File: src/rtl/branch_seq_ctrl.sv
`default_nettype none
// ============================================================================
// Module   : branch_seq_ctrl
// Purpose  : Branch resolution sequencer for a 5-stage pipeline with branches
//            resolved in ID. It decodes the ID-stage branch and computes the
//            stall depth from EX/MEM producers. It sequences
//            IDLE -> STALL -> RESOLVE and drives the comparator forwarding
//            selects and the redirect/flush signals. It also counts taken
//            branches with a saturating counter.
// Ports    : Clk, Rst (async, active-low)
//            ID_*   : branch instruction in ID (valid, opcode, bit16, rs, rt)
//            EX_* / MEM_* / WB_* : producer descriptors of later stages
//            CmpOut : branch comparator result
//            Stall, FwdA, FwdB, PCSrc, FlushIF, TakenCnt : control outputs
// Revision : 1.0  initial release
// ============================================================================
module branch_seq_ctrl #(
  parameter int CNT_W = 16
) (
  input  logic             Clk,
  input  logic             Rst,
  input  logic             ID_Valid,
  input  logic [5:0]       ID_Opcode,
  input  logic             ID_IBit16,
  input  logic [4:0]       ID_Rs,
  input  logic [4:0]       ID_Rt,
  input  logic             EX_RegWrite,
  input  logic             EX_MemRead,
  input  logic [4:0]       EX_Rd,
  input  logic             MEM_RegWrite,
  input  logic             MEM_MemRead,
  input  logic [4:0]       MEM_Rd,
  input  logic             WB_RegWrite,
  input  logic [4:0]       WB_Rd,
  input  logic             CmpOut,
  output logic             Stall,
  output logic [1:0]       FwdA,
  output logic [1:0]       FwdB,
  output logic             PCSrc,
  output logic             FlushIF,
  output logic [CNT_W-1:0] TakenCnt
);

  typedef enum logic [1:0] {
    S_IDLE    = 2'd0,
    S_STALL   = 2'd1,
    S_RESOLVE = 2'd2
  } state_t;

  localparam logic [1:0] c_FWD_RF  = 2'b00;
  localparam logic [1:0] c_FWD_MEM = 2'b01;
  localparam logic [1:0] c_FWD_WB  = 2'b10;

  state_t           state_q, state_d;
  logic [1:0]       cnt_q, cnt_d;
  logic [CNT_W-1:0] taken_q, taken_d;

  logic       w_regimm;
  logic       w_is_branch;
  logic       w_use_rt;
  logic       w_ex_a, w_mem_a, w_wb_a;
  logic       w_ex_b, w_mem_b, w_wb_b;
  logic [1:0] w_need_a, w_need_b, w_need;
  logic [1:0] w_fwd_a, w_fwd_b;
  logic       w_stall, w_resolve;

  // Stall cycles required for one operand given its EX/MEM match flags.
  function automatic logic [1:0] need_f(input logic ex_m, input logic mem_m);
    if (ex_m && EX_MemRead)        need_f = 2'd2;
    else if (ex_m)                 need_f = 2'd1;
    else if (mem_m && MEM_MemRead) need_f = 2'd1;
    else                           need_f = 2'd0;
  endfunction

  // Comparator operand source for one operand given its MEM/WB match flags.
  function automatic logic [1:0] fwd_f(input logic used, input logic mem_m,
                                       input logic wb_m);
    if (!used)                         fwd_f = c_FWD_RF;
    else if (mem_m && !MEM_MemRead)    fwd_f = c_FWD_MEM;
    else if (wb_m)                     fwd_f = c_FWD_WB;
    else                               fwd_f = c_FWD_RF;
  endfunction

  // BGEZ (bit16=1) and BLTZ (bit16=0) are both branches; bit 16 only steers
  // the comparator, so either polarity qualifies the REGIMM opcode here.
  assign w_regimm    = (ID_Opcode == 6'd1) && (ID_IBit16 || !ID_IBit16);
  assign w_is_branch = ID_Valid && (w_regimm || (ID_Opcode == 6'd4) ||
                       (ID_Opcode == 6'd5) || (ID_Opcode == 6'd6) ||
                       (ID_Opcode == 6'd7));
  assign w_use_rt    = (ID_Opcode == 6'd4) || (ID_Opcode == 6'd5);

  // A write to r0 never creates a dependency.
  assign w_ex_a  = EX_RegWrite  && (EX_Rd  == ID_Rs) && (EX_Rd  != 5'd0);
  assign w_mem_a = MEM_RegWrite && (MEM_Rd == ID_Rs) && (MEM_Rd != 5'd0);
  assign w_wb_a  = WB_RegWrite  && (WB_Rd  == ID_Rs) && (WB_Rd  != 5'd0);
  assign w_ex_b  = EX_RegWrite  && (EX_Rd  == ID_Rt) && (EX_Rd  != 5'd0);
  assign w_mem_b = MEM_RegWrite && (MEM_Rd == ID_Rt) && (MEM_Rd != 5'd0);
  assign w_wb_b  = WB_RegWrite  && (WB_Rd  == ID_Rt) && (WB_Rd  != 5'd0);

  assign w_need_a = need_f(w_ex_a, w_mem_a);
  assign w_need_b = w_use_rt ? need_f(w_ex_b, w_mem_b) : 2'd0;
  assign w_need   = (w_need_a > w_need_b) ? w_need_a : w_need_b;

  assign w_fwd_a  = w_is_branch ? fwd_f(1'b1,     w_mem_a, w_wb_a) : c_FWD_RF;
  assign w_fwd_b  = w_is_branch ? fwd_f(w_use_rt, w_mem_b, w_wb_b) : c_FWD_RF;

  always_comb begin
    state_d   = state_q;
    cnt_d     = cnt_q;
    w_stall   = 1'b0;
    w_resolve = 1'b0;
    case (state_q)
      S_IDLE: begin
        if (w_is_branch) begin
          if (w_need == 2'd0) begin
            w_resolve = 1'b1;
          end else begin
            w_stall = 1'b1;
            cnt_d   = w_need - 2'd1;
            state_d = (w_need == 2'd2) ? S_STALL : S_RESOLVE;
          end
        end
      end
      S_STALL: begin
        // The stall depth was fixed on entry; live hazard inputs are ignored.
        w_stall = 1'b1;
        if (cnt_q <= 2'd1) begin
          cnt_d   = 2'd0;
          state_d = S_RESOLVE;
        end else begin
          cnt_d = cnt_q - 2'd1;
        end
      end
      S_RESOLVE: begin
        w_resolve = 1'b1;
        state_d   = S_IDLE;
      end
      default: begin
        state_d = S_IDLE;
        cnt_d   = 2'd0;
      end
    endcase
  end

  always_comb begin
    taken_d = taken_q;
    if (w_resolve && CmpOut && (taken_q != {CNT_W{1'b1}})) begin
      taken_d = taken_q + {{(CNT_W-1){1'b0}}, 1'b1};
    end
  end

  always_ff @(posedge Clk or negedge Rst) begin
    if (!Rst) begin
      state_q <= S_IDLE;
      cnt_q   <= 2'd0;
      taken_q <= {CNT_W{1'b0}};
    end else begin
      state_q <= state_d;
      cnt_q   <= cnt_d;
      taken_q <= taken_d;
    end
  end

  // Outputs are gated by reset so that a branch sitting in ID cannot raise
  // Stall or select forwarding while the sequencer is held in reset.
  assign Stall    = Rst && w_stall;
  assign PCSrc    = Rst && w_resolve && CmpOut;
  assign FlushIF  = PCSrc;
  assign FwdA     = Rst ? w_fwd_a : c_FWD_RF;
  assign FwdB     = Rst ? w_fwd_b : c_FWD_RF;
  assign TakenCnt = taken_q;

endmodule
`default_nettype wire

File: config.mk
export PLATFORM = sky130hd
export DESIGN_NAME = branch_seq_ctrl
export DESIGN_NICKNAME = d
export VERILOG_FILES = /design/src/rtl/branch_seq_ctrl.sv
export SDC_FILE = /design/constraint.sdc
export NUM_CORES = 1
export LEC_CHECK = 0
export BUFFER_PORTS_ARGS = -buffer_cell sky130_fd_sc_hd__buf_2
export CORE_UTILIZATION = 44
export DETAILED_ROUTE_END_ITERATION = 7
export HOLD_SLACK_MARGIN = 0.12
export PLACE_DENSITY = 0.76
export SLEW_MARGIN = 10
export SYNTH_ARGS = -nofsm -noshare
export SYNTH_HDL_FRONTEND = slang
export SYNTH_SLANG_ARGS = --single-unit
File: constraint.sdc
create_clock -name Clk -period 3.38 [get_ports Clk]
set_clock_uncertainty 0.05 [all_clocks]
set_input_delay 0.507 -clock Clk [delete_from_list [all_inputs] [get_ports Clk]]
set_output_delay 0.507 -clock Clk [all_outputs]
set_load 0.005 [all_outputs]
==> results of run 1 <==
cell usage after synthesis, types with 2 or more instances:
library cell / n / area [um2]
o21ai_0: 3 / 15.0
a211oi_1: 4 / 30.0
nor3_1: 10 / 50.1
nor2_1: 12 / 45.0
xnor2_1: 16 / 140
nor4_1: 3 / 18.8
ha_1: 6 / 75.1
xor2_1: 29 / 254
nor2b_1: 2 / 12.5
o2111ai_1: 4 / 35.0
and3_1: 6 / 37.5
nand3_1: 5 / 25.0
nand4_1: 9 / 56.3
dfrtp_1: 20 / 500
a21oi_1: 5 / 25.0
and4_1: 3 / 26.3
nand2_1: 10 / 37.5
clkbuf_1: 2 / 7.51
o21ai_1: 2 / 10.0
nand3b_1: 3 / 22.5
inv_1: 12 / 45.0
worst register-to-register path, delay by kind of cell (launching register included):
| family | cells | cell delay, ns |
|---|---|---|
| and+or+nand+nor | 4 | 0.76 |
| buffers and inverters | 1 | 0.14 |
| DFF | 1 | 0.44 |
| adders and majority gates | 1 | 0.28 |
| xor gates and xnor gates | 1 | 0.16 |
what timing repair did:
item                                   CTS  global route
setup endpoints to repair               18            20
endpoints found under the hold margin    0             0
setup buffers                            5             2
resized for setup                       30            13
pin swaps                               19            16
placed cells by master, fill, tap and decap left out, types with 2 or more instances in the layout:
cell type / instances
and3_1: 6
buf_6: 8
nand4_1: 9
clkbuf_8: 3
mux2_4: 2
o21ai_2: 2
buf_4: 34
nor2b_1: 2
nor2_1: 9
inv_1: 10
xnor2_1: 16
ha_1: 5
xor2_1: 28
nand2_1: 8
and4_1: 3
buf_2: 57
nor3_1: 7
a211oi_2: 3
nor3_2: 3
o2111ai_1: 2
nor2_2: 3
dfrtp_1: 20
a21oi_1: 5
nand3_1: 4
nand3b_1: 3
o21ai_0: 2
power by group through the flow:
stage               sequential (W)  combinational (W)  clock (W)
finish                    0.000283           0.000203   0.000242
global route              0.000285           0.000224   0.000258
CTS                       0.000282           0.000191   0.000240
detailed placement        0.000286           0.000170          0
global placement          0.000285           0.000163          0
floorplan                 0.000284          0.0000704          0
final timing paths:
check,endpoint,startpoint,cells after the start,slack (ns)
min in group Clk,TakenCnt[9],TakenCnt[9],1,0.43
worst max-delay path,PCSrc,EX_Rd[1],15,-0.17
worst min-delay path,TakenCnt[14],Rst,2,0.18
max in group asynchronous,TakenCnt[8],Rst,2,2.87
worst max register to register,TakenCnt[11],TakenCnt[0],7,1.41
worst min register to register,TakenCnt[9],TakenCnt[9],1,0.43
routing by layer:
layer | global-route usage (%) | up-vias | wire [um]
li1 | - | 855 | -
met5 | 0 | - | 0
met3 | 3.26 | 16 | 160
met1 | 28.6 | 875 | 2040
met4 | 11.6 | 0 | 133
met2 | 43.4 | 51 | 2760
cell type report:
cell class,count,share of cell area (%)
clock inverter,1,1.18
inverter,12,1.87
multi-input combinational,149,48.1
timing repair buffer,100,25.4
sequential,20,19.7
tap,46,2.26
clock buffer,3,1.62
logic make-up after synthesis:
family | share of synthesized area [%]
fa+ha+maj | 4.57
compound gates | 11.0
mux | 1.37
flops | 30.5
simple gates | 24.3
buf+inv | 4.34
xor+xnor | 24.0
metrics by stage:
step / power (W) / utilization, % / hold WS, ns / worst slack (ns)
3_5_place_dp: 0.000455 / 64.8 / 0.425 / -0.421
3_3_place_gp: 0.000448 / 64.8 / 0.425 / -0.310
2_1_floorplan: 0.000354 / - / 0.161 / -0.0278
6_report: 0.000728 / 73.4 / 0.183 / -0.174
5_1_grt: 0.000768 / 73.4 / 0.197 / -0.295
4_1_cts: 0.000713 / 71.2 / 0.188 / -0.236
sequential cells by signal, indices dropped and copies added, names as in the netlist:
| register | cells |
|---|---|
| TakenCnt | 16 |
| state_q | 2 |
| cnt_q | 2 |
==> flow_summary.ini, run 1 <==
[run_status]
status = complete, but fails checks
violations = setup timing

[pwr]
p_int_w = 0.000520
swShare_pct = 28.6
vdd_drop_max_v = 0.000145
power_frac_comb_pct = 27.9
pwr-share-clk_pct = 33.3
switchingPower_w = 0.000208
power_frac_seq_pct = 38.8
p_leak_nw = 1.26
p_per_area_mw_per_mm2 = 286

[grt]
grt_max_degree = 22
antenna_found_initial = 0
grt_pass1_wl_um = 7740
grt.total_usage_pct = 24.4
gr-total-overflow = 0
grt_pass1_vias = 1754

[route]
firstDrtPassIters = 4
ant_nets = 0
avgViaCountPerCell = 5.43
vias = 1797
drc = 0
drt-initial-drc-count = 112
wire_per_inst_um = 15.4
drt_wl_total_um = 5090

[worst_setup_path]
crit_chain = buf_4 -> xor2_1 -> a211oi_2 -> nand3_1 -> mux2_4 -> nor2_2 -> ha_1 -> inv_2 -> o22ai_4 -> o21ai_2 -> ha_4 -> o2111ai_2 -> a211o_1 -> nor2_2 -> buf_2
start_kind = input pin
crit_arrival_ns = 3.00
crit_slowest_cell = mux2_4
path_common_cell = nor2_2
path_buf_inv = 3
critPathCaptureType = output pin
critical_path_class = in2out
slowest_delay_ns = 0.33
critPathRequiredTime_ns = 2.82
path_max_fanout = 3
crit_family = compound AO/OA/AOI/OAI gates

[clocking]
clockBufferDepth = 2
clock_latency_ns = 0.26
path_clk_slew_ns = 0.09
cts-buffers-inserted = 3
clock_tree.root_cell = clkbuf_8
cts_sinks = 20
cts_hold_buf = 0
cts_tree = yes
h-tree-depth = 1

[sta]
setup_ws_ns = -0.174
finalMaxSlewViolations = 0
worst_pin_slew_ns = 0.420
setup_viol = 5
period_share_pct = 105
hold_viol_final = 0
fmax_mhz = 281
rsz0062_at_grt = yes
tns_ns = -0.550
post-route-min-period_ns = 3.55
slew_headroom_pct = 71.9

[place]
numPortBuffers = 62
dp_hpwl_um = 3500
place.gp.congestion = 0.931
place_area_mm2 = 0.00225
numPlacedInstances = 320

[finish]
fill_cells = 255
num_antenna_cells = 0
drive_gt1_share_pct = 46.3
fin_area_mm2 = 0.00255
multiInputGateArea_mm2 = 0.00122
nets = 333
stdcell_count = 331
area_delta_synth_final_pct = 55.0
register_area_um2 = 500

[min_path]
worstHoldPathType = in2async

[logic_synthesis]
yosysWarnings = 0
yosysUniqueCellTypes = 40
avgSynthCellArea_um2 = 8.88
syn_area_mm2 = 0.00164
ys_ff_latch = 20
synthArstFlopShare_pct = 100
seq_area_frac_synth_pct = 30.5
ys.flop_type = dfrtp_1
synth-edff-count = 0
syn_inst = 185
synth_nets = 232

[floorplanning]
coreArea_mm2 = 0.00347
design.die.area_mm2 = 0.00398
initial_core_util_pct = 47.4
io_pins = 64
die_height_um = 63.1
fp.dieW_um = 63.1
rows = 21

[run]
max-cap-violations = 0
No activity file was read; power rests on OpenSTA's default activity.
==> run 2: changes to the inputs <==
Settings changed: CORE_MARGIN set to 2.
==> flow_summary.ini, run 2 (synthesis gave the netlist of run 1 again) <==
[route]
wire_per_inst_um = 13.5
ant_nets = 0
drt-initial-drc-count = 67
drc = 0
avgViaCountPerCell = 5.20
drt_wl_total_um = 4580
firstDrtPassIters = 4
vias = 1763

[sta]
finalMaxSlewViolations = 0
tns_ns = -0.541
post-route-min-period_ns = 3.56
hold_viol_final = 0
setup_viol = 5
setup_ws_ns = -0.176
slew_headroom_pct = 68.8
fmax_mhz = 281
period_share_pct = 105
rsz0062_at_grt = yes
worst_pin_slew_ns = 0.467

[clocking]
path_clk_slew_ns = 0.07
clock_latency_ns = 0.25
cts_tree = yes
cts-buffers-inserted = 3
cts_hold_buf = 0
h-tree-depth = 1
clockBufferDepth = 2
cts_sinks = 20
clock_tree.root_cell = clkbuf_8

[floorplanning]
fp.dieW_um = 65.1
io_pins = 64
die_height_um = 65.1
rows = 22
initial_core_util_pct = 45.2
design.die.area_mm2 = 0.00424
coreArea_mm2 = 0.00363

[pwr]
p_int_w = 0.000470
pwr-share-clk_pct = 27.0
p_per_area_mw_per_mm2 = 256
power_frac_seq_pct = 42.4
vdd_drop_max_v = 0.000146
power_w = 0.000666
switchingPower_w = 0.000196
swShare_pct = 29.4
power_frac_comb_pct = 30.6
p_leak_nw = 1.28

[run_status]
status = complete, but fails checks
violations = setup timing

[worst_setup_path]
critPathCaptureType = output pin
path_max_fanout = 3
crit_arrival_ns = 3.00
critical_path_class = in2out
start_kind = input pin
critPathRequiredTime_ns = 2.82

[finish]
area_delta_synth_final_pct = 58.1
num_antenna_cells = 0
register_area_um2 = 500
fin_area_mm2 = 0.00260
largest_reg_flops = 16
drive_gt1_share_pct = 47.1
nets = 339
layout_commonest_cell = buf_2
final_util_pct = 71.5
fill_cells = 275
multiInputGateArea_mm2 = 0.00122
mostFrequentLayoutCells = buf_2 (55), buf_4 (38), xor2_1 (27)

[grt]
grt_pass1_vias = 1773
gr-total-overflow = 0
grt_max_degree = 22
grt_pass1_wl_um = 7650
antenna_found_initial = 0
grt.total_usage_pct = 22.7

[place]
place_area_mm2 = 0.00226
numPortBuffers = 62
place.gp.congestion = 0.893
dp_hpwl_um = 3520

[min_path]
worstHoldPathType = in2async

[run]
max-cap-violations = 0
## run 2: cell types whose count changed in the layout (fill, tap and decap cells not counted), moves of 2 or more
| cell | change |
|---|---|
| buf_2 | -2 |
| nor3_2 | +2 |
| buf_4 | +4 |
| buf_6 | +3 |
| nor3_1 | -2 |
| nand2_1 | +2 |
## run 2: final cells by class
class	instances	area share [%]
timing repair buffer	106	27.5
sequential	20	19.3
tap	48	2.31
clock buffer	4	2.12
multi-input combinational	149	47.0
inverter	12	1.83
## run 2: what timing repair did
| action | CTS | global route |
|---|---|---|
| gates cloned | 0 | 0 |
| pin swaps | 22 | 24 |
| endpoints found under the setup margin | 16 | 23 |
| resized for setup | 26 | 22 |
| buffers inserted | 14 | 3 |
## run 2: final timing paths
check | from | end | slack, ns | cells past startpoint
setup / recovery | ID_Rt[4] | FlushIF | -0.18 | 16
hold / removal | Rst | TakenCnt[0] | 0.19 | 2
setup reg to reg | TakenCnt[0] | TakenCnt[10] | 1.52 | 6
hold reg to reg | TakenCnt[9] | TakenCnt[9] | 0.44 | 1
max in group asynchronous | Rst | TakenCnt[14] | 2.88 | 2
min in group Clk | TakenCnt[9] | TakenCnt[9] | 0.44 | 1
## run 2: routing by layer
layer,track usage (%),wire [um],part of all wire (%)
met2,44.7,2530,55
met5,0,0,0
met4,7.81,68,1.5
met3,1.71,130,2.8
met1,25.5,1850,40
## run 2: power by group through the flow
stage,Clock (W),Sequential (W),Combinational (W)
2_1_floorplan,0,0.000284,0.0000704
3_3_place_gp,0,0.000286,0.000164
3_5_place_dp,0,0.000286,0.000169
4_1_cts,0.000184,0.000282,0.000190
5_1_grt,0.000196,0.000287,0.000224
6_report,0.000180,0.000282,0.000204
## run 2: worst max-delay path: stages
cell       delay [ns]
buf_2            0.12
xor2_1           0.17
nor4_2           0.31
nand3b_1         0.13
mux2_4           0.28
nor2_2           0.08
ha_1             0.12
inv_1            0.04
o22ai_2          0.21
o21ai_1          0.11
o21ai_2          0.08
ha_2             0.22
o2111ai_2        0.10
a211o_1          0.31
nor2_2           0.10
buf_2            0.12
## run 2: stage by stage
step	hold WS (ns)	worst slack [ns]	cells
after floorplan	0.161	-0.0278	185
final	0.189	-0.176	339
after global routing	0.202	-0.353	339
after detailed placement	0.435	-0.402	323
after global placement	0.422	-0.290	323
after CTS	0.192	-0.190	341
==> run 3: changes to the inputs <==
==> constraint.sdc (replaced) <==
create_clock -name Clk -period 3.38 [get_ports Clk]
set_clock_uncertainty 0.05 [all_clocks]
set_input_delay 0.338 -clock Clk [delete_from_list [all_inputs] [get_ports Clk]]
set_output_delay 0.338 -clock Clk [all_outputs]
set_load 0.005 [all_outputs]
==> flow_summary.ini, run 3 (synthesis gave the netlist of run 1 again) <==
[sta]
finalMaxSlewViolations = 0
timing.hold.ws_ns = 0.433
post-route-min-period_ns = 3.49
setup_ws_ns = -0.109
fmax_mhz = 287
slew_headroom_pct = 76.8
rsz0062_at_grt = yes
worst_pin_slew_ns = 0.348
period_share_pct = 103
hold_viol_final = 0
setup_viol = 5

[floorplanning]
die_height_um = 65.1
rows = 22
design.die.area_mm2 = 0.00424
io_pins = 64
fp.dieW_um = 65.1
initial_core_util_pct = 45.2
coreArea_mm2 = 0.00363

[finish]
largest_reg_flops = 16
final_util_pct = 68.9
area_delta_synth_final_pct = 52.3
drive_gt1_share_pct = 44.1
layout_commonest_cell = buf_2
fill_cells = 301
nets = 334
mostFrequentLayoutCells = buf_2 (59), buf_4 (35), xor2_1 (28)
num_antenna_cells = 0

[worst_setup_path]
path_buf_inv = 4
r2r_cells = 7
crit_chain = buf_2 -> xor2_1 -> nor4_2 -> nand3b_1 -> mux2_2 -> nor2_4 -> ha_4 -> inv_4 -> o22ai_4 -> o21ai_1 -> o21ai_1 -> ha_2 -> o2111ai_2 -> a211o_1 -> buf_6 -> nor2_4 -> buf_6 -> nand4_1 -> xnor2_1
critical_path_class = in2reg
critPathRequiredTime_ns = 3.50
crit_slowest_cell = a211o_1
slowest_delay_ns = 0.35
critical_path_depth = 19
path_max_fanout = 4
start_kind = input pin
crit_arrival_ns = 3.61
crit_family = simple AND/OR/NAND/NOR gates
critPathCaptureType = flip-flop

[pwr]
p_leak_nw = 1.24
pwr-share-clk_pct = 33.8
power_frac_comb_pct = 26.3
p_per_area_mw_per_mm2 = 285
vdd_drop_max_v = 0.000150
p_int_w = 0.000513
switchingPower_w = 0.000200
swShare_pct = 28.0
power_frac_seq_pct = 39.9

[run]
max-cap-violations = 0

[route]
firstDrtPassIters = 4
drt-initial-drc-count = 52
drc = 0
wire_per_inst_um = 14.2
vias = 1752
drt_wl_total_um = 4740
avgViaCountPerCell = 5.25
ant_nets = 0

[grt]
grt_pass1_vias = 1716
antenna_found_initial = 0
gr-total-overflow = 0
grt.total_usage_pct = 21.5
grt_max_degree = 23
grt_pass1_wl_um = 7180

[run_status]
violations = setup timing
status = complete, but fails checks

[clocking]
path_clk_slew_ns = 0.08
clock_tree.root_cell = clkbuf_8
clockBufferDepth = 2
cts_tree = yes
cts_sinks = 20
cts-buffers-inserted = 3
h-tree-depth = 1
clock_latency_ns = 0.26

[place]
dp_hpwl_um = 3470
numPortBuffers = 62
place.gp.congestion = 0.938

[min_path]
hold_depth = 1
worstHoldPathType = reg2reg
run 3: worst paths after layout:
kind | endpoint | slack [ns] | start
worst max-delay path | TakenCnt[5] | -0.11 | ID_Rt[2]
worst min-delay path | TakenCnt[13] | 0.43 | TakenCnt[13]
worst max register to register | TakenCnt[5] | 1.34 | TakenCnt[0]
worst min register to register | TakenCnt[13] | 0.43 | TakenCnt[13]
max in group asynchronous | TakenCnt[12] | 2.55 | Rst
min in group asynchronous | TakenCnt[6] | 0.52 | Rst
run 3: routing by layer:
| metal | routed length [um] | up-vias | track usage (%) |
|---|---|---|---|
| met4 | 184 | 0 | 8.85 |
| met5 | 0 | - | 0 |
| met1 | 1840 | 824 | 24.2 |
| met2 | 2550 | 51 | 40.9 |
| met3 | 159 | 18 | 2.57 |
| li1 | - | 859 | - |
run 3: per-stage QoR:
step,TNS [ns],cell area (um2),power (W),instances,setup WS [ns]
after floorplan,0,1640,0.000352,185,0.103
after global placement,-3.57,2230,0.000447,323,-0.236
after detailed placement,-4.67,2230,0.000455,323,-0.314
after CTS,0,2370,0.000704,329,0.0598
after global routing,-3.01,2500,0.000745,334,-0.312
final,-0.219,2500,0.000712,334,-0.109
run 3: area by class of cell:
class / instances / area (um2) / share of cell area, %
multi-input combinational: 149 / 1180 / 47.3
timing repair buffer: 101 / 639 / 25.5
clock inverter: 1 / 30.0 / 1.20
sequential: 20 / 500 / 20.0
inverter: 12 / 47.5 / 1.90
tap: 48 / 60.1 / 2.40
clock buffer: 3 / 41.3 / 1.65
run 3: power by group through the flow:
stage / sequential [W] / clock, W / combinational (W)
2_1_floorplan: 0.000284 / 0 / 0.0000686
3_5_place_dp: 0.000288 / 0 / 0.000168
6_report: 0.000284 / 0.000241 / 0.000188
4_1_cts: 0.000283 / 0.000245 / 0.000176
5_1_grt: 0.000286 / 0.000252 / 0.000206
3_3_place_gp: 0.000286 / 0 / 0.000161
run 3: repair_timing:
action,4_1_cts,5_1_grt
endpoints found under the hold margin,20,0
pin swaps,1,15
buffers inserted,1,5
endpoints found under the setup margin,13,19
hold buffers,1,0
gates resized for setup,9,26
